## src/rtl/periph_hub.sv

```systemverilog
`default_nettype none
// ============================================================================
// periph_hub : memory-mapped LED/switch/button/7-segment hub with an optional
//              compare timer (enabled by defining PERIPH_HUB_TIMER_EN).
// Revision   : 1.0
// ============================================================================
module periph_hub #(
   parameter int LED_W        = 5,
   parameter int SW_W         = 5,
   parameter int BTN_W        = 5,
   parameter int DIGITS       = 4,
   parameter int DEBOUNCE_CYC = 250000,
   parameter int SCAN_DIV     = 100000,
   parameter int ADDR_W       = 6
) (
   input  logic              clk,
   input  logic              rst_n,
   input  logic [ADDR_W-1:0] A,
   input  logic [31:0]       WD,
   input  logic              WE,
   output logic [31:0]       RD,
   input  logic [BTN_W-1:0]  btn,
   input  logic [SW_W-1:0]   sw,
   output logic [LED_W-1:0]  led,
   output logic [6:0]        HEX,
   output logic [DIGITS-1:0] HEX_Selector,
   output logic              timer_irq
);

   localparam int DB_W = (DEBOUNCE_CYC > 1) ? $clog2(DEBOUNCE_CYC) : 1;
   localparam int SC_W = (SCAN_DIV > 1) ? $clog2(SCAN_DIV) : 1;
   localparam int IX_W = (DIGITS > 1) ? $clog2(DIGITS) : 1;
   localparam int WA_W = ADDR_W - 2;

   localparam logic [WA_W-1:0] c_idx_led   = WA_W'(0);
   localparam logic [WA_W-1:0] c_idx_sw    = WA_W'(1);
   localparam logic [WA_W-1:0] c_idx_btn   = WA_W'(2);
   localparam logic [WA_W-1:0] c_idx_edge  = WA_W'(3);
   localparam logic [WA_W-1:0] c_idx_hval  = WA_W'(4);
   localparam logic [WA_W-1:0] c_idx_hen   = WA_W'(5);
   localparam logic [WA_W-1:0] c_idx_tctrl = WA_W'(6);
   localparam logic [WA_W-1:0] c_idx_tcnt  = WA_W'(7);
   localparam logic [WA_W-1:0] c_idx_tcmp  = WA_W'(8);

   function automatic logic [6:0] hex_font(input logic [3:0] v);
      logic [6:0] s;
      case (v)
         4'h0: s = 7'h40;   4'h1: s = 7'h79;   4'h2: s = 7'h24;   4'h3: s = 7'h30;
         4'h4: s = 7'h19;   4'h5: s = 7'h12;   4'h6: s = 7'h02;   4'h7: s = 7'h78;
         4'h8: s = 7'h00;   4'h9: s = 7'h10;   4'hA: s = 7'h08;   4'hB: s = 7'h03;
         4'hC: s = 7'h46;   4'hD: s = 7'h21;   4'hE: s = 7'h06;   default: s = 7'h0E;
      endcase
      return s;
   endfunction

   logic [WA_W-1:0] wa;
   assign wa = A[ADDR_W-1:2];

   // Byte-lane bits and write-data bits wider than any register are don't-care.
   logic unused_bits;
   assign unused_bits = ^{A[1:0], WD};

   logic [LED_W-1:0]             led_q, led_d;
   logic [SW_W-1:0]              sw_s1_q, sw_s1_d, sw_s2_q, sw_s2_d;
   logic [BTN_W-1:0]             btn_s1_q, btn_s1_d, btn_s2_q, btn_s2_d;
   logic [BTN_W-1:0]             btn_lvl_q, btn_lvl_d;
   logic [BTN_W-1:0]             btn_edge_q, btn_edge_d;
   logic [BTN_W-1:0][DB_W-1:0]   db_cnt_q, db_cnt_d;
   logic [4*DIGITS-1:0]          hex_val_q, hex_val_d;
   logic [DIGITS-1:0]            hex_en_q, hex_en_d;
   logic [SC_W-1:0]              scan_cnt_q, scan_cnt_d;
   logic [IX_W-1:0]              scan_idx_q, scan_idx_d;
   logic [6:0]                   seg_q, seg_d;
   logic [DIGITS-1:0]            sel_q, sel_d;

   always_comb begin
      led_d      = led_q;
      hex_val_d  = hex_val_q;
      hex_en_d   = hex_en_q;
      sw_s1_d    = sw;
      sw_s2_d    = sw_s1_q;
      btn_s1_d   = btn;
      btn_s2_d   = btn_s1_q;
      btn_lvl_d  = btn_lvl_q;
      db_cnt_d   = db_cnt_q;
      btn_edge_d = btn_edge_q;

      if (WE && wa == c_idx_led)  led_d     = WD[LED_W-1:0];
      if (WE && wa == c_idx_hval) hex_val_d = WD[4*DIGITS-1:0];
      if (WE && wa == c_idx_hen)  hex_en_d  = WD[DIGITS-1:0];

      // A level flips only after DEBOUNCE_CYC consecutive disagreeing samples.
      for (int i = 0; i < BTN_W; i++) begin
         if (btn_s2_q[i] == btn_lvl_q[i]) begin
            db_cnt_d[i] = '0;
         end else if (db_cnt_q[i] == DB_W'(DEBOUNCE_CYC - 1)) begin
            btn_lvl_d[i] = ~btn_lvl_q[i];
            db_cnt_d[i]  = '0;
         end else begin
            db_cnt_d[i] = db_cnt_q[i] + 1'b1;
         end
      end

      if (WE && wa == c_idx_edge) btn_edge_d = btn_edge_d & ~WD[BTN_W-1:0];
      btn_edge_d = btn_edge_d | (btn_lvl_d & ~btn_lvl_q);
   end

   always_comb begin
      scan_cnt_d = scan_cnt_q + 1'b1;
      scan_idx_d = scan_idx_q;
      if (scan_cnt_q == SC_W'(SCAN_DIV - 1)) begin
         scan_cnt_d = '0;
         scan_idx_d = (scan_idx_q == IX_W'(DIGITS - 1)) ? '0 : scan_idx_q + 1'b1;
      end

      // Segment data comes from the post-write register values so CPU updates show next cycle.
      seg_d = 7'h7F;
      sel_d = '1;
      if (hex_en_d[scan_idx_q]) begin
         sel_d = ~(DIGITS'(1) << scan_idx_q);
         seg_d = hex_font(hex_val_d[4*int'(scan_idx_q) +: 4]);
      end
   end

   always_ff @(posedge clk) begin
      if (!rst_n) begin
         led_q      <= '0;
         sw_s1_q    <= '0;
         sw_s2_q    <= '0;
         btn_s1_q   <= '0;
         btn_s2_q   <= '0;
         btn_lvl_q  <= '0;
         btn_edge_q <= '0;
         db_cnt_q   <= '0;
         hex_val_q  <= '0;
         hex_en_q   <= '1;
         scan_cnt_q <= '0;
         scan_idx_q <= '0;
         seg_q      <= 7'h7F;
         sel_q      <= '1;
      end else begin
         led_q      <= led_d;
         sw_s1_q    <= sw_s1_d;
         sw_s2_q    <= sw_s2_d;
         btn_s1_q   <= btn_s1_d;
         btn_s2_q   <= btn_s2_d;
         btn_lvl_q  <= btn_lvl_d;
         btn_edge_q <= btn_edge_d;
         db_cnt_q   <= db_cnt_d;
         hex_val_q  <= hex_val_d;
         hex_en_q   <= hex_en_d;
         scan_cnt_q <= scan_cnt_d;
         scan_idx_q <= scan_idx_d;
         seg_q      <= seg_d;
         sel_q      <= sel_d;
      end
   end

   assign led          = led_q;
   assign HEX          = seg_q;
   assign HEX_Selector = sel_q;

`ifdef PERIPH_HUB_TIMER_EN
   logic        tmr_en_q, tmr_en_d;
   logic        tmr_flag_q, tmr_flag_d;
   logic [31:0] tcnt_q, tcnt_d;
   logic [31:0] tcmp_q, tcmp_d;

   always_comb begin
      tmr_en_d   = tmr_en_q;
      tmr_flag_d = tmr_flag_q;
      tcnt_d     = tcnt_q;
      tcmp_d     = tcmp_q;
      if (WE && wa == c_idx_tctrl) begin
         tmr_en_d = WD[0];
         if (WD[1]) tmr_flag_d = 1'b0;
      end
      if (WE && wa == c_idx_tcmp) tcmp_d = WD;
      if (tmr_en_q) begin
         if (tcnt_q == tcmp_q) begin
            tcnt_d     = '0;
            tmr_flag_d = 1'b1;
         end else begin
            tcnt_d = tcnt_q + 32'd1;
         end
      end
      // A CPU write to the count overrides the increment or wrap.
      if (WE && wa == c_idx_tcnt) tcnt_d = WD;
   end

   always_ff @(posedge clk) begin
      if (!rst_n) begin
         tmr_en_q   <= 1'b0;
         tmr_flag_q <= 1'b0;
         tcnt_q     <= '0;
         tcmp_q     <= '0;
      end else begin
         tmr_en_q   <= tmr_en_d;
         tmr_flag_q <= tmr_flag_d;
         tcnt_q     <= tcnt_d;
         tcmp_q     <= tcmp_d;
      end
   end

   assign timer_irq = tmr_flag_q & tmr_en_q;
`else
   assign timer_irq = 1'b0;
`endif

   always_comb begin
      RD = '0;
      case (wa)
         c_idx_led:   RD = 32'(led_q);
         c_idx_sw:    RD = 32'(sw_s2_q);
         c_idx_btn:   RD = 32'(btn_lvl_q);
         c_idx_edge:  RD = 32'(btn_edge_q);
         c_idx_hval:  RD = 32'(hex_val_q);
         c_idx_hen:   RD = 32'(hex_en_q);
`ifdef PERIPH_HUB_TIMER_EN
         c_idx_tctrl: RD = {30'd0, tmr_flag_q, tmr_en_q};
         c_idx_tcnt:  RD = tcnt_q;
         c_idx_tcmp:  RD = tcmp_q;
`endif
         default:     RD = '0;
      endcase
   end

endmodule
`default_nettype wire

```

## config.mk

```make
export PLATFORM = sky130hd
export DESIGN_NAME = periph_hub
export DESIGN_NICKNAME = d
export VERILOG_FILES = /design/src/rtl/periph_hub.sv
export SDC_FILE = /design/constraint.sdc
export NUM_CORES = 1
export LEC_CHECK = 0
export CAP_MARGIN = 20
export CORE_ASPECT_RATIO = 1.5
export CORE_MARGIN = 2
export CORE_UTILIZATION = 45
export CTS_BUF_LIST = sky130_fd_sc_hd__clkbuf_16
export CTS_CLUSTER_DIAMETER = 120
export DETAILED_ROUTE_END_ITERATION = 8
export PLACE_DENSITY = 0.78
export SLEW_MARGIN = 0
export SYNTH_ARGS = -nofsm -noshare
export SYNTH_HDL_FRONTEND = slang
export SYNTH_SLANG_ARGS = --single-unit
```

## constraint.sdc

```tcl
create_clock -name clk -period 6.7 [get_ports clk]
set_clock_uncertainty 0.1 [all_clocks]
set_input_delay 1.34 -clock clk [delete_from_list [all_inputs] [get_ports clk]]
set_output_delay 1.34 -clock clk [all_outputs]
set_load 0.005 [all_outputs]
```

# Word level (Yosys, flattened, before mapping)
# Memory sizes are Yosys's and may differ from the RTL's. A register that Yosys moved wholly into a read port is not among the register bits.
# Index checks and enable logic that the tools add are counted.
# totals
elab_cells,87
romBits,112
n_memories,1
out_inout_bits,49
reg_bits,168
# classes
n_eq_ne,17
n_lt_le_gt_ge,1
reduce_logical,13
add_sub_neg,7
n_mux,17
bitwise,12
shift,2
# memory_table
memory,depth,word_bits,rd,rd_clocked_by_memory_dff,wr,line_no,text
(name not given),16,7,1,1,0,47,case (v)
# op_table
operator,n
$pmux 16 s6,1
$add 18x1->18 const B,5
$eq 18x18->1 const B,5
$add 17x1->17 const B,1
$eq 17x17->1 const B,1
$mux 16,1
$shiftx 16x5->4,1
$reduce_or 3->1,5
$mux 1,11
$and 5x5->5,2
$not 5->5,2
$eq 4x2->1 const B,2
$eq 4x3->1 const B,2
$not 1->1,6
$eq 1x1->1,5
$mux 5,1
$or 5x5->5,1
$eq 4x1->1 const B,1
$logic_and 1x1->1,4
$logic_not 4->1,1
$mux 4,1
$not 4->4,1
$shl 1x2->4 const A,1
$lt 2x3->1 const B,1
7 further kinds,7

# Depth between registers and ports, before layout
# Gate-level depths: netlist of the first run.
# logic_depth
word_depth,7
depth_mapped,12
mapped_depth_nobuf,10

# Worst setup path before layout of the first run
# No wires, ideal clock.
# synth_timing
path_kind,input to output
start,input port A[4]
end,output port RD[3]
stages,4
arrival_time_ns,2.581
required_time_ns,5.260
path_buffers,1
slack_ns,2.679
path_cell_list,buf_1 -> mux4_2 -> a222oi_1 -> inv_1
# synth_between
elab_chain_len,2
# synth_lines
element,line_no,text
from (decl),18,"input logic [ADDR_W-1:0] A,"
"$eq 4x3->1, or another cell as far along",212,case (wa)
$pmux 16 s6 *,212,
to (decl),21,"output logic [31:0] RD,"
# Every way passes the cells marked *; elsewhere a longest branch is shown, timed or not.

# Final worst setup path of the first run
# layout_timing
start,input port A[2]
end,output port RD[0]
# Same word-level chain as after synthesis.

==> metrics, run 1 <==
status complete, no violations; crit end category output port; Ys Warns 0; worst r2r dst HEX[0]; cell breakdown of the critical path clkdlybuf4s50_1 > nor4bb_1 > a222oi_1 > inv_1 > clkdlybuf4s50_1; ant diodes 0; crit path DAT roughly 4000 ps; peak supply drop just over 0.0002 V; number of flops mapped to enable cells by yosys 0; R2R depth 9; count of cell types in the netlist 46; cell area after synthesis approximately 7600 um^2; min Tclk post-route between 5000 and 6000 ps; min-delay worst type reg2reg; DPL Wire Length around 11 mm; hold buffer count at CTS 0; input/output buffers 64; 1st-iter DRT viols 318; Critical-path top delay cell clkdlybuf4s50_1; max_slew headroom 34.75%; initial antenna violation count 0; Avg Synthesized Cell Area between 9 and 10 um^2; Vias/cell about 5; Post-CTS Setup Repair Bufs 0; Flop pwr share ~47%; CTS tree done; switching share of power a little over a fifth; Area Growth Syn to Fin 18.42%; drt first pass iters 5; r2r setup slk roughly 3900 ps; DRT Wirelength 15.31 mm; Mapped Cells 829; H-tree depth 4; starting density of the core 45.82%; CP delay by family, top buffers and inverters; CTS max path bufs 2; Leakage roughly 0.0033 uW; largest net degree at the start of global routing around 70; Die W about 110 um; clock-pin slew on the worst setup and hold paths 60 ps; Die H 163.7 um; Hold Crit Endpoint btn_s2_q[2]; Avg WL per Cell ~14 um; Residual DRC 0; final period utilization between 80% and 90%; Ports 100; Critical Path Start Type input pin; pwr dens roughly 250 nW/um^2; commonest non-fill, non-tap cells in the layout dfxtp_1, nor2_1, nand2_1; CP dominant cell by count clkdlybuf4s50_1; layout cells sized above 1 under 10%; Sink Count approximately 180; gpl congestion 0.8168; worst slew pin tran 965.5 ps; Post-synth ARST share 0%; Core Box Area ~17000 um^2; sequential share of the synthesized area 45.80%; CTS Buf Count 17; die area ~18000 um^2; Hold Crit Start btn_s1_q[2]; Net Switching 473.0 uW; Max Transition Viols Final 0; total grt overflow 0; critical path's largest stage delay roughly 840 ps; vias in the first global route roughly 5600; prevailing post-synth register cell dfxtp_1; first-pass GRT wire length 25.79 mm; total number of vias about 5700; final hold vios 0; Worst Path Class, Setup in2out; non-filler cells, final 1115; site row count 58; Worst Hold Depth 1; combinational power share between 3 and 4%; total global routing track utilization between 10% and 20%; Int Power 1764 uW; CTS resizes 0; crit-path max FO 15; Detail Route Antenna Nets 0; worst path bufs/invs 3; clock power share 48.9%; Root Buffer clkbuf_16; final net count 959; Fmax achieved ~0.18 GHz; register bit total from synthesis ~180; commonest non-fill, non-tap cell in the layout dfxtp_1; Worst Path Required roughly 5300 ps; Placed Cells incl. Taps 1083; Clk Latency, worst-skew pair about 440 ps; Post-Route Setup TNS 0 ps; Final setup viols 0; Max Cap Viol 0; reg2reg start scan_idx_q[0]; unrepaired setup endpoints after global routing no
-- cells in the mapped netlist, types with 4 or more instances --
| cell type | instances | area (um^2) |
|---|---|---|
| mux2i_1 | 28 | 280.3 |
| inv_1 | 27 | 101.4 |
| and2_1 | 36 | 225.2 |
| nand4_1 | 14 | 87.58 |
| nand2_1 | 71 | 266.5 |
| xnor2_1 | 42 | 367.9 |
| xor2_1 | 55 | 481.7 |
| buf_4 | 19 | 142.6 |
| a32o_1 | 5 | 50.05 |
| clkbuf_1 | 16 | 60.06 |
| nor4_1 | 10 | 62.56 |
| or3_1 | 4 | 25.02 |
| o21ai_0 | 7 | 35.03 |
| nand3b_1 | 5 | 37.54 |
| dfxtp_1 | 175 | 3503 |
| and3_1 | 18 | 112.6 |
| ha_1 | 16 | 200.2 |
| a21boi_0 | 9 | 67.56 |
| nor3_1 | 13 | 65.06 |
| nand3_1 | 49 | 245.2 |
| nor2b_1 | 23 | 143.9 |
| a21oi_1 | 6 | 30.03 |
| and4_1 | 5 | 43.79 |
| nor4b_1 | 6 | 52.55 |
| mux4_2 | 10 | 225.2 |
| nor2_1 | 134 | 503.0 |
-- registers in the layout, indices dropped and copies added (netlist names), 7 cells and up --
signal	count
scan_cnt_q	17
HEX	7
hex_val_q	16
db_cnt_q	90
-- power by group through the flow --
stage / logic, uW / registers [uW] / clock network [uW]
final: 84.9 / 1060 / 1090
after global placement: 84.2 / 1080 / 0
after detailed placement: 85.1 / 1080 / 0
after floorplan: 49.6 / 1080 / 0
after CTS: 85.7 / 1060 / 1110
after global routing: 92.9 / 1060 / 1150
-- worst reg2reg max path: stages (launching register included) --
cell and delay (ps):
dfxtp_1 530, inv_1 260, mux4_2 500, mux2_2 340, inv_1 130, ha_1 210
inv_1 80, or2_2 310, a21boi_0 180, or4_1 120
-- routing by layer --
layer | GRT usage, % | routed length (um) | vias to the layer above | part of all wire, %
met2 | 31.20 | 7858 | 109 | 51
li1 | - | - | 2877 | -
met1 | 19.81 | 6503 | 2634 | 42
met4 | 8.125 | 408 | 0 | 2.7
met5 | 0 | 0 | - | 0
met3 | 4.119 | 536 | 31 | 3.5
-- logic make-up after synthesis --
kind of cell               after synthesis  synth area share [%]
buffers and inverters                   65                 4.237
muxes                                   41                 7.100
DFF                                    175                 45.80
AOI/OAI and AO/OA                       37                 3.583
adders and majority gates               16                 2.617
other                                    1               0.04903
and+or+nand+nor                        397                 25.50
xor gates and xnor gates                97                 11.11
-- worst max path at each step --
stage	from	to	slack [ps]	depth (start not counted)
2_1_floorplan	A[4]	RD[3]	2680	4
3_3_place_gp	A[2]	RD[0]	1320	5
3_5_place_dp	A[2]	RD[0]	1340	5
4_1_cts	A[2]	RD[0]	1330	5
5_1_grt	A[2]	RD[2]	1210	5
6_report	A[2]	RD[0]	1290	5
-- per-stage QoR --
stage | cell area, um^2 | power (uW) | utilization [%] | hold WS [ps] | setup WS (ps)
after global routing | 9057 | 2307 | 54.27 | 354.7 | 1205
after detailed placement | 8399 | 1168 | 50.32 | 321.6 | 1341
final | 9057 | 2237 | 54.27 | 336.1 | 1293
after floorplan | 7709 | 1131 | - | 311.9 | 2679
after CTS | 9057 | 2251 | 54.27 | 336.4 | 1335
after global placement | 8399 | 1167 | 50.32 | 315.8 | 1317
-- final cells by class --
class | instances | area, um^2
tap | 210 | 262.8
sequential | 175 | 3503
timing repair buffer | 66 | 650.6
clock buffer | 17 | 425.4
inverter | 27 | 101.3
fill | 1478 | 7634
clock inverter | 15 | 232.7
multi-input combinational | 605 | 3881
No activity file was read; power rests on OpenSTA's default activity.
==> inputs of run 2 (changes only) <==
--- a/config.mk
+++ b/config.mk
@@ -12,7 +12,7 @@
 export CTS_BUF_LIST = sky130_fd_sc_hd__clkbuf_16
 export CTS_CLUSTER_DIAMETER = 120
 export DETAILED_ROUTE_END_ITERATION = 8
-export PLACE_DENSITY = 0.78
+export PLACE_DENSITY = 0.81
 export SLEW_MARGIN = 0
 export SYNTH_ARGS = -nofsm -noshare
 export SYNTH_HDL_FRONTEND = slang
==> constraint.sdc (replaced) <==
create_clock -name clk -period 4.5 [get_ports clk]
set_clock_uncertainty 0.1 [all_clocks]
set_input_delay 0.9 -clock clk [delete_from_list [all_inputs] [get_ports clk]]
set_output_delay 0.9 -clock clk [all_outputs]
set_load 0.005 [all_outputs]
==> run 2 against run 1 <==
Compared with the run above: clock-buffer cell count did not move; sequential share of layout area barely moved; combinational power rose by 53%; critical path type unchanged; setup slack got worse by 930 ps.
==> metrics, run 2 (synthesis results as in run 1) <==
status complete, no violations (unchanged); starting density of the core 45.82% (unchanged); final net count 967 (was 959); Int Power 2460 uW (was 1764 uW); Core Box Area 16690 um^2 (unchanged); Flop pwr share 49.9% (was 47.3%); switching share of power 22.09% (was 21.14%); pwr dens 349.1 nW/um^2 (was 247.0 nW/um^2); Post-Route Setup TNS 0 ps (unchanged); Max Cap Viol 0 (unchanged); initial antenna violation count 1 (was 0); Critical Path Start Type input pin (unchanged); max FFs per register 90 (unchanged); Root Buffer clkbuf_16 (unchanged); CTS resizes 0 (unchanged); total number of vias 5806 (was 5651); drt first pass iters 5 (unchanged); min Tclk post-route 4140 ps; total global routing track utilization 17.26% (was 17.51%); layout cells sized above 1 6.353% (was 5.746%); DRT Wirelength 15.33 mm (was 15.31 mm); met1 wire length 6.328 mm (was 6.503 mm); Placed Cells incl. Taps 1091 (was 1083); critical path's largest stage delay 730 ps (was 840 ps); unrepaired setup endpoints after global routing no (unchanged); CP delay by family, top buffers and inverters (unchanged); clock-pin slew on the worst setup and hold paths 60 ps (about the same); WL met2 7.838 mm (was 7.858 mm); largest net degree at the start of global routing 48 (was 69); Largest Register db_cnt_q (unchanged); first-pass GRT wire length 25.47 mm (was 25.79 mm); total grt overflow 0 (unchanged); Leakage 0.003301 uW (was 0.003294 uW); WHS 331.4 ps (was 336.1 ps); Max Transition Viols Final 0 (unchanged); Vias/cell 5.170 (was 5.068); max_slew headroom 48.12% (was 34.75%); worst path bufs/invs 3 (unchanged); Clk Latency, worst-skew pair 440 ps (about the same); ant diodes 0 (unchanged); Residual DRC 0 (unchanged); Post-CTS Setup Repair Bufs 0 (unchanged); met3 WL 616 um (was 536 um); top flop regs db_cnt_q x90, scan_cnt_q x17, hex_val_q x16 (unchanged); cell breakdown of the critical path clkdlybuf4s50_1 > mux4_2 > a222oi_1 > inv_1 > clkdlybuf4s50_1 (was clkdlybuf4s50_1 > nor4bb_1 > a222oi_1 > inv_1 > clkdlybuf4s50_1); Max Used Layer met5 (was met4); Worst Path Required 3500 ps (was 5260 ps); min-delay worst type reg2reg (unchanged); input/output buffers 64 (unchanged); area post-placement 8459 um^2 (was 8399 um^2); Final setup viols 0 (unchanged); crit end category output port (unchanged); Detail Route Antenna Nets 0 (unchanged); vias in the first global route 5686 (was 5593); Sink Count 175 (unchanged); clock power share 46.0% (was 48.9%); Die H 163.7 um (unchanged); 1st-iter DRT viols 361 (was 318); Net Switching 697.7 uW (was 473.0 uW); fin area 9046 um^2 (was 9057 um^2); site row count 58 (unchanged); crit-path max FO 9 (was 15); combinational power share 4.1% (was 3.8%); die area 18080 um^2 (unchanged); Worst Path Class, Setup in2out (unchanged); worst slew pin tran 778.2 ps (was 965.5 ps); final period utilization approximately 92%; H-tree depth 4 (unchanged); CP dominant cell by count clkdlybuf4s50_1 (unchanged); non-filler cells, final 1123 (was 1115); final hold vios 0 (unchanged); CTS Buf Count 17 (unchanged); peak supply drop 0.0002560 V (was 0.0002044 V); CTS max path bufs 2 (unchanged); Area Growth Syn to Fin 18.27% (was 18.42%); Critical-path top delay cell clkdlybuf4s50_1 (unchanged); commonest non-fill, non-tap cells in the layout dfxtp_1, nor2_1, nand2_1 (unchanged); # fillers 1491 (was 1478); Fmax achieved roughly 0.24 GHz; commonest non-fill, non-tap cell in the layout dfxtp_1 (unchanged); hold buffer count at CTS 0 (unchanged); Avg WL per Cell 13.65 um (was 13.73 um); gpl congestion 0.7960 (was 0.8168); DPL Wire Length 11.01 mm (was 10.63 mm); Ports 100 (unchanged); Die W 110.5 um (unchanged); crit path DAT 3140 ps (was 3970 ps); CTS tree done (unchanged)
## run 2: cell count changes in the layout (fill, tap and decap cells not counted), moves of 2 or more
cell | before | now
buf_4 | 2 | 10
bufinv_16 | 5 | 2
clkinv_1 | 0 | 2
clkinv_4 | 3 | 5
inv_6 | 2 | 4
## run 2: final timing paths
path | from | cells past startpoint | endpoint | slack [ps]
max | A[4] | 5 | RD[3] | 360
min | btn_s1_q[0] | 1 | btn_s2_q[0] | 330
max reg2reg | scan_idx_q[0] | 9 | HEX[0] | 1730
min reg2reg | btn_s1_q[0] | 1 | btn_s2_q[0] | 330
## run 2: metal layers
metal,track usage [%],vias up
li1,-,2895
met1,18.89,2727
met2,31.07,137
met3,3.711,45
met4,9.432,2
met5,0,-
## run 2: cell type report
class,instances,area [um^2],area share (%)
inverter,27,101.3,1.120
tap,210,262.8,2.905
clock buffer,17,425.4,4.703
multi-input combinational,605,3881,42.90
sequential,175,3503,38.73
timing repair buffer,74,710.7,7.856
clock inverter,15,161.4,1.784
## run 2: power by group through the flow
stage,Combinational (uW),Clock (uW),Sequential [uW]
after floorplan,73.9,0,1610
after global placement,128,0,1610
after detailed placement,129,0,1610
after CTS,130,1480,1580
after global routing,142,1540,1580
final,130,1450,1580
## run 2: metrics by stage
stage	utilization, %	total power (uW)	setup WS [ps]
CTS	54.20	3187	345.5
finish	54.20	3158	359.6
floorplan	-	1684	972.5
global placement	50.68	1740	232.0
global route	54.20	3256	169.3
detailed placement	50.68	1742	174.1
==> inputs of run 3 (changes only) <==
--- a/config.mk
+++ b/config.mk
@@ -8,11 +8,11 @@
 export CAP_MARGIN = 20
 export CORE_ASPECT_RATIO = 1.5
 export CORE_MARGIN = 2
-export CORE_UTILIZATION = 45
+export CORE_UTILIZATION = 50
 export CTS_BUF_LIST = sky130_fd_sc_hd__clkbuf_16
 export CTS_CLUSTER_DIAMETER = 120
 export DETAILED_ROUTE_END_ITERATION = 8
-export PLACE_DENSITY = 0.81
+export PLACE_DENSITY = 0.87
 export SLEW_MARGIN = 0
 export SYNTH_ARGS = -nofsm -noshare
 export SYNTH_HDL_FRONTEND = slang
==> run 3 against run 2 <==
Compared with the run above: final cell count down 1.2%; final area shrank 0.50%; global-route usage rose by 2.6 points; critical path type unchanged; critical endpoint unchanged.
==> metrics, run 3 (synthesis results as in run 1) <==
status complete, no violations (unchanged); Hold Crit Start btn_s1_q[2] (was btn_s1_q[0]); Critical Path Start Type input pin (unchanged); Final setup viols 0 (unchanged); worst r2r dst HEX[0] (unchanged); top flop regs db_cnt_q x90, scan_cnt_q x17, hex_val_q x16 (unchanged); clock-pin slew on the worst setup and hold paths 60 ps (about the same); crit end category output port (unchanged); global route hottest layer met2 (unchanged); Die H 155.5 um (was 163.7 um); reg2reg start scan_idx_q[0] (unchanged); r2r setup slk 1750 ps (was 1730 ps); drt first pass iters 5 (unchanged); Post-Route Setup TNS 0 ps (unchanged); first-pass GRT wire length 26.13 mm (was 25.47 mm); pwr dens 347.6 nW/um^2 (was 349.1 nW/um^2); crit-path max FO 12 (was 9); area occupied by multi-input gates 3881 um^2 (unchanged); Worst Path Class, Setup in2out (unchanged); met2 Track Usage GR 36.77% (was 31.07%); total number of vias 5758 (was 5806); area post-placement 8431 um^2 (was 8459 um^2); total global routing track utilization 19.90% (was 17.26%); peak supply drop 0.0002260 V (was 0.0002560 V); Clk Latency, worst-skew pair 440 ps (about the same); die area 16320 um^2 (was 18080 um^2); Largest Register db_cnt_q (unchanged); Worst Path Required 3500 ps (about the same); vias in the first global route 5778 (was 5686); max_slew headroom 49.31% (was 48.12%); Detail Route Antenna Nets 0 (unchanged); Vias/cell 5.187 (was 5.170); Root Buffer clkbuf_16 (unchanged); WHS 330.4 ps (was 331.4 ps); Max Transition Viols Final 0 (unchanged); min-delay worst type reg2reg (unchanged); # fillers 1273 (was 1491); Residual DRC 0 (unchanged); final period utilization 90.16% (was 92.01%); CTS Buf Count 17 (unchanged); register area 3503 um^2 (unchanged); final net count 965 (was 967); min Tclk post-route 4057 ps (was 4140 ps); Fmax achieved 0.2465 GHz (was 0.2415 GHz); ant diodes 0 (unchanged); Setup WS post-layout 442.7 ps (was 359.6 ps); H-tree depth 4 (unchanged); CTS tree done (unchanged); commonest non-fill, non-tap cells in the layout dfxtp_1, nor2_1, nand2_1 (unchanged); gpl congestion 0.8404 (was 0.7960); final hold vios 0 (unchanged); crit path DAT 3060 ps (was 3140 ps); Avg WL per Cell 13.87 um (was 13.65 um); initial antenna violation count 0 (was 1); R2R depth 9 (unchanged); DRT Wirelength 15.40 mm (was 15.33 mm); commonest non-fill, non-tap cell in the layout dfxtp_1 (unchanged); Post-CTS Setup Repair Bufs 0 (unchanged); Worst Hold Depth 1 (unchanged); starting density of the core 50.98% (was 45.82%); Core Util, Final 60.00% (was 54.20%); layout cells sized above 1 6.257% (was 6.353%); CTS resizes 0 (unchanged); unrepaired setup endpoints after global routing no (unchanged); Max Cap Viol 0 (unchanged); Core Box Area 15000 um^2 (was 16690 um^2); met3 usage 5.865% (was 3.711%); 1st-iter DRT viols 330 (was 361); DPL Wire Length 10.81 mm (was 11.01 mm); input/output buffers 64 (unchanged); total grt overflow 0 (unchanged); Area Growth Syn to Fin 17.68% (was 18.27%); pre-CTS setup slack 224.4 ps (was 174.1 ps); max FFs per register 90 (unchanged); Ports 100 (unchanged); Leakage 0.003284 uW (was 0.003301 uW); largest net degree at the start of global routing 48 (unchanged); site row count 55 (was 58); hold buffer count at CTS 0 (unchanged); CTS max path bufs 2 (unchanged); GR Util met1 21.41% (was 18.89%); worst slew pin tran 760.3 ps (was 778.2 ps); Sink Count 175 (unchanged); fin area 9001 um^2 (was 9046 um^2); Hold Crit Endpoint btn_s2_q[2] (was btn_s2_q[0]); Die W 105.0 um (was 110.5 um)
[run 3: worst max-delay path, stage by stage]
cell and delay, ps:
clkdlybuf4s50_1 540, buf_4 240, mux4_2 530, a222oi_1 300, inv_1 100, clkdlybuf4s50_1 450
[run 3: worst max-delay path by stage]
stage	from	end	slack (ps)
after CTS	A[4]	RD[2]	450
after global placement	A[3]	HEX[0]	270
after floorplan	A[3]	HEX[0]	970
final	A[4]	RD[3]	440
after detailed placement	A[3]	HEX[0]	220
after global routing	A[4]	RD[3]	270
[run 3: through the flow]
stage | total power (uW) | cells
floorplan | 1684 | 845
global placement | 1738 | 1078
detailed placement | 1741 | 1078
CTS | 3148 | 1110
global route | 3219 | 1110
finish | 3129 | 1110
[run 3: final cells by class]
cell class	count	area share, %
Multi-Input combinational cell	605	43.12
Sequential cell	175	38.92
Timing Repair Buffer	72	7.729
Clock buffer	17	4.726
Tap cell	199	2.766
Clock inverter	15	1.612
Inverter	27	1.126
[run 3: metal layers]
layer	up-vias	part of all wire [%]	wire length, um
met4	0	2.3	359
met5	-	0	0
met1	2726	40	6186
met3	26	4.8	741
li1	2885	-	-
met2	121	53	8114
[run 3: report_power, final]
part	switching (uW)	total, uW	internal (uW)
combinational	62.2	130	67.4
sequential	8.68	1580	1570
clock	611	1420	811
==> patch 1 (config.mk and constraints of run 2) <==
The parameter `SCAN_DIV` goes from 100000 to 200000.
--- a/src/rtl/periph_hub.sv
+++ b/src/rtl/periph_hub.sv
@@ -12,3 +12,3 @@
    parameter int DEBOUNCE_CYC = 250000,
-   parameter int SCAN_DIV     = 100000,
+   parameter int SCAN_DIV     = 200000,
    parameter int ADDR_W       = 6
Behaviour: same outputs for any inputs over 10 cycles, from zero or initial values and one cycle with rst_n low; that may be too few to reach the edited logic, so the function may still have changed.
==> patch 1 against run 2 <==
Setup slack improved by 120 ps. Sequential cell count increased by 1. Synthesized area increased by 2.0%. Wire length decreased by 0.20%. Final area increased by 1.3%. Hold slack improved by 3.6 ps. Sequential share of layout area decreased by 0.26 points. Final cell count increased by 1.6%. Power increased by 2.1%.
==> patch 1: results (changes against run 2) <==
dpl cells: 1110 (+1.7%)
Leak: 3.28 nW (-0.55%)
met1 usage: 0.192 (+0.00301)
clk pwr: 1.50 mW (+3%)
largest cells by area after synthesis: dfxtp_1, nor2_1, xor2_1
via count: 5894 (+1.5%)
met2 Usage GRT: 0.308 (-0.00300)
vias in the first global route: 5591 (-1.7%)
Post-DP Area: 8550 um2 (+1.1%)
Cell variety after synth: 54 (+17%)
Sw Ratio: 0.216 (-0.00449)
first-pass GRT wire length: 25500 um (+0.25%)
R2R cell count: 7 (-2)
share of layout cells above drive strength 1: 0.0593 (-0.00426)
hold endpoint: sw_s2_q[1]$_SDFF_PN0_
met3 Usage GRT: 0.0296 (-0.00754)
Syn Area/Cell: 9.13 um2 (-1.0%)
worst vdd ir: 0.000210 V (-18%)
Fin Hold WS: 335 ps (+3.56 ps)
Slew Limit Headroom: 0.535 (+0.0536)
CTS resizes: 0 (unchanged)
GRT Util Overall: 0.169 (-0.00329)
crit path DAT: 3020 ps (-120 ps)
commonest cells in the netlist: dfxtp_1, nor2_1, nand2_1, xor2_1, nand3_1
largest net degree at the start of global routing: 41 (-15%)
maximum clock insertion buffer count: 2 (unchanged)
port bufs: 64 (unchanged)
dpl hpwl: 11100 um (+0.65%)
crit path max fanout: 11 (+2)
Routed WL: 15300 um (-0.20%)
status: complete, no violations
DRT iter0 DRCs: 279 (-23%)
worst hold start: sw_s1_q[1]$_SDFF_PN0_
R2R Setup Slk: 1780 ps (+50 ps)
Nets: 983 (+1.7%)
routed vias/inst: 5.17 (about the same)
area grow syn2layout: 17.5%
reg2reg end: HEX[6]$_SDFF_PN1_
Clk Latency, worst-skew pair: 430 ps
Clock transition at path regs: 70 ps
Post-CTS Setup Bufs: 0 (unchanged)
Seq/Total Area, Yosys: 0.452 (-0.00625)
initial antenna violation count: 0 (-1)
share of flip-flops with an asynchronous set or reset: 0 (unchanged)
grt peak-use layer: met2
Hold WC Path Type: reg2reg
Pre-Repair DR Iteration Count: 4 (-1)
Final GP Congestion: 0.824 (+3.5%)
top flop regs: db_cnt_q (90), scan_cnt_q (18), hex_val_q (16)
## patch 1: stage by stage
| step | utilization | power [mW] | setup WS, ps |
|---|---|---|---|
| finish | 0.533 | 3.22 | 485 |
| global route | 0.533 | 3.33 | 398 |
| CTS | 0.533 | 3.25 | 527 |
| detailed placement | 0.497 | 1.75 | 325 |
| global placement | 0.497 | 1.75 | 390 |
| floorplan | - | 1.70 | 1160 |
## patch 1: worst max-delay path by stage
| stage | slack [ps] | start | end | cells after the start |
|---|---|---|---|---|
| final | 480 | A[3] | RD[0] | 5 |
| after global routing | 400 | A[3] | RD[4] | 5 |
| after CTS | 530 | A[3] | RD[10] | 5 |
| after detailed placement | 330 | A[3] | HEX[6]$_SDFF_PN1_ | 10 |
| after global placement | 390 | A[3] | HEX[6]$_SDFF_PN1_ | 10 |
| after floorplan | 1160 | A[3] | HEX[6]$_SDFF_PN1_ | 10 |
## patch 1: layout make-up
type,instances,area [um2]
Clock inverter,14,180
Clock buffer,17,425
Multi-Input combinational cell,628,3990
Inverter,23,86.3
Fill cell,1527,8040
Timing Repair Buffer,70,684
Tap cell,213,267
Sequential cell,176,3520
## patch 1: kinds of logic after synthesis
family | Yosys count | share of synthesized area
AND/OR/NAND/NOR | 405 | 0.257
flip-flops | 176 | 0.452
XOR/XNOR | 96 | 0.108
buffers and inverters | 66 | 0.0438
AO/OA/AOI/OAI | 50 | 0.0444
multiplexers | 44 | 0.0687
adder cells (fa/ha/maj) | 16 | 0.0257
other | 1 | 0.000481
## patch 1: layer usage
layer  wire (um)  share of wire
met1        6380           0.42
met3         615          0.040
met4         452          0.030
met5           0              0
met2        7850           0.51
==> patch 2 (settings of run 2) <==
Made on the original files. Register the output `HEX_Selector` once more, without a reset; this adds one clock of latency there. The other outputs are not delayed to match.
--- a/src/rtl/periph_hub.sv
+++ b/src/rtl/periph_hub.sv
@@ -160,3 +160,5 @@
    assign HEX          = seg_q;
-   assign HEX_Selector = sel_q;
+   always_ff @(posedge clk) begin
+      HEX_Selector <= sel_q;
+   end
 
Formal check against the unedited RTL: not equivalent (a bounded check fails within 4 cycles, from zero or initial values and one cycle with rst_n low).
==> patch 2 against run 2 <==
Sequential cell count up 4. Count of clock-buffer cells in the layout unchanged. Combinational power is 5% higher. Synthesized area is 3.8% higher. Wire length up 2.9%. Power is 1.2% higher. Setup slack gained 110 ps. Final area grew 2.5%. Largest power group unchanged. Highest routed layer is now met4.
==> patch 2: results (changes against run 2) <==
status: complete, no violations
multi-input gate area in the final layout: 4050 um2 (+4.4%)
dpl cells: 1126 (+3.2%)
CP endpoint: RD[0]
hold endpoint: HEX_Selector[0]$_DFF_P_
Syn Area/Cell: 9.15 um2 (-0.84%)
reg2reg end: HEX[4]$_SDFF_PN1_
Routed WL: 15800 um (+2.9%)
Nets: 999 (+3.3%)
Final GP Congestion: 0.827 (+3.9%)
multi-input gates: 637 (+5.3%)
dpl hpwl: 11500 um (+4.0%)
initial antenna violation count: 0 (-1)
CTS Buf Count: 17 (unchanged)
Leak: 3.32 nW (+0.65%)
Worst Hold Depth: 0 (-1)
R2R Setup Slk: 1640 ps (-90 ps)
crit path max fanout: 14 (+5)
Slew Limit Headroom: 0.539 (+0.0582)
DRT iter0 DRCs: 317 (-12%)
total area of sequential cells: 3580 um2 (+2.3%)
Post-Layout Cell Count: 1158 (+3.1%)
largest cells by area after synthesis: dfxtp_1, nor2_1, xor2_1
Seq/Total Area, Yosys: 0.451 (-0.00680)
Clk Latency, worst-skew pair: 420 ps (-20 ps)
first-pass GRT wire length: 26600 um (+4.6%)
FF+latch count: 179 (+2.3%)
largest net degree at the start of global routing: 35 (-27%)
Max stage delay on crit path: 840 ps (+110 ps)
mux cell area share after synthesis: 0.0676 (-0.00341)
worst vdd ir: 0.000262 V (+2.3%)
Adder-Cell Fraction of Synth Area: 0.0252 (-0.000965)
GRT Util Overall: 0.174 (+0.00115)
bufs w/o clock: 73 (-1.4%)
xor and xnor area share after synthesis: 0.106 (-0.00520)
Clock Network Area Fraction: 0.0622 (-0.00266)
FILL cells: 1505 (+0.94%)
share of layout cells above drive strength 1: 0.0571 (-0.00638)
Pre-Repair DR Iteration Count: 4 (-1)
worst hold start: sel_q[0]$_SDFF_PN1_
## patch 2: changes by cell type in the layout (fill, tap and decap cells not counted), sizes merged, moves of 4 or more
cell,before,now
o211ai,0,4
dfxtp,175,179
nor2,134,145
mux2i,28,33
nand2,71,89
inv,31,27
nand3,49,43
## patch 2: power breakdown
part	total [mW]	internal, mW	switching (mW)
registers	1.62	1.60	0.0101
logic	0.137	0.0692	0.0674
clock network	1.44	0.858	0.586
## patch 2: routing by layer
metal / routed length (um) / global-route usage / vias up
met5: 0 / 0 / -
met4: 367 / 0.0764 / 0
met3: 511 / 0.0411 / 25
met2: 8190 / 0.308 / 88
met1: 6700 / 0.197 / 2820
li1: - / - / 3005
## patch 2: stage by stage
step	setup WS [ps]	util	cell area [um2]	hold WS [ps]	total power [mW]
global route	341	0.534	9270	231	3.31
global placement	519	0.501	8690	212	1.78
finish	465	0.534	9270	228	3.20
CTS	494	0.534	9270	229	3.23
floorplan	1540	-	8000	210	1.73
detailed placement	476	0.501	8690	214	1.79
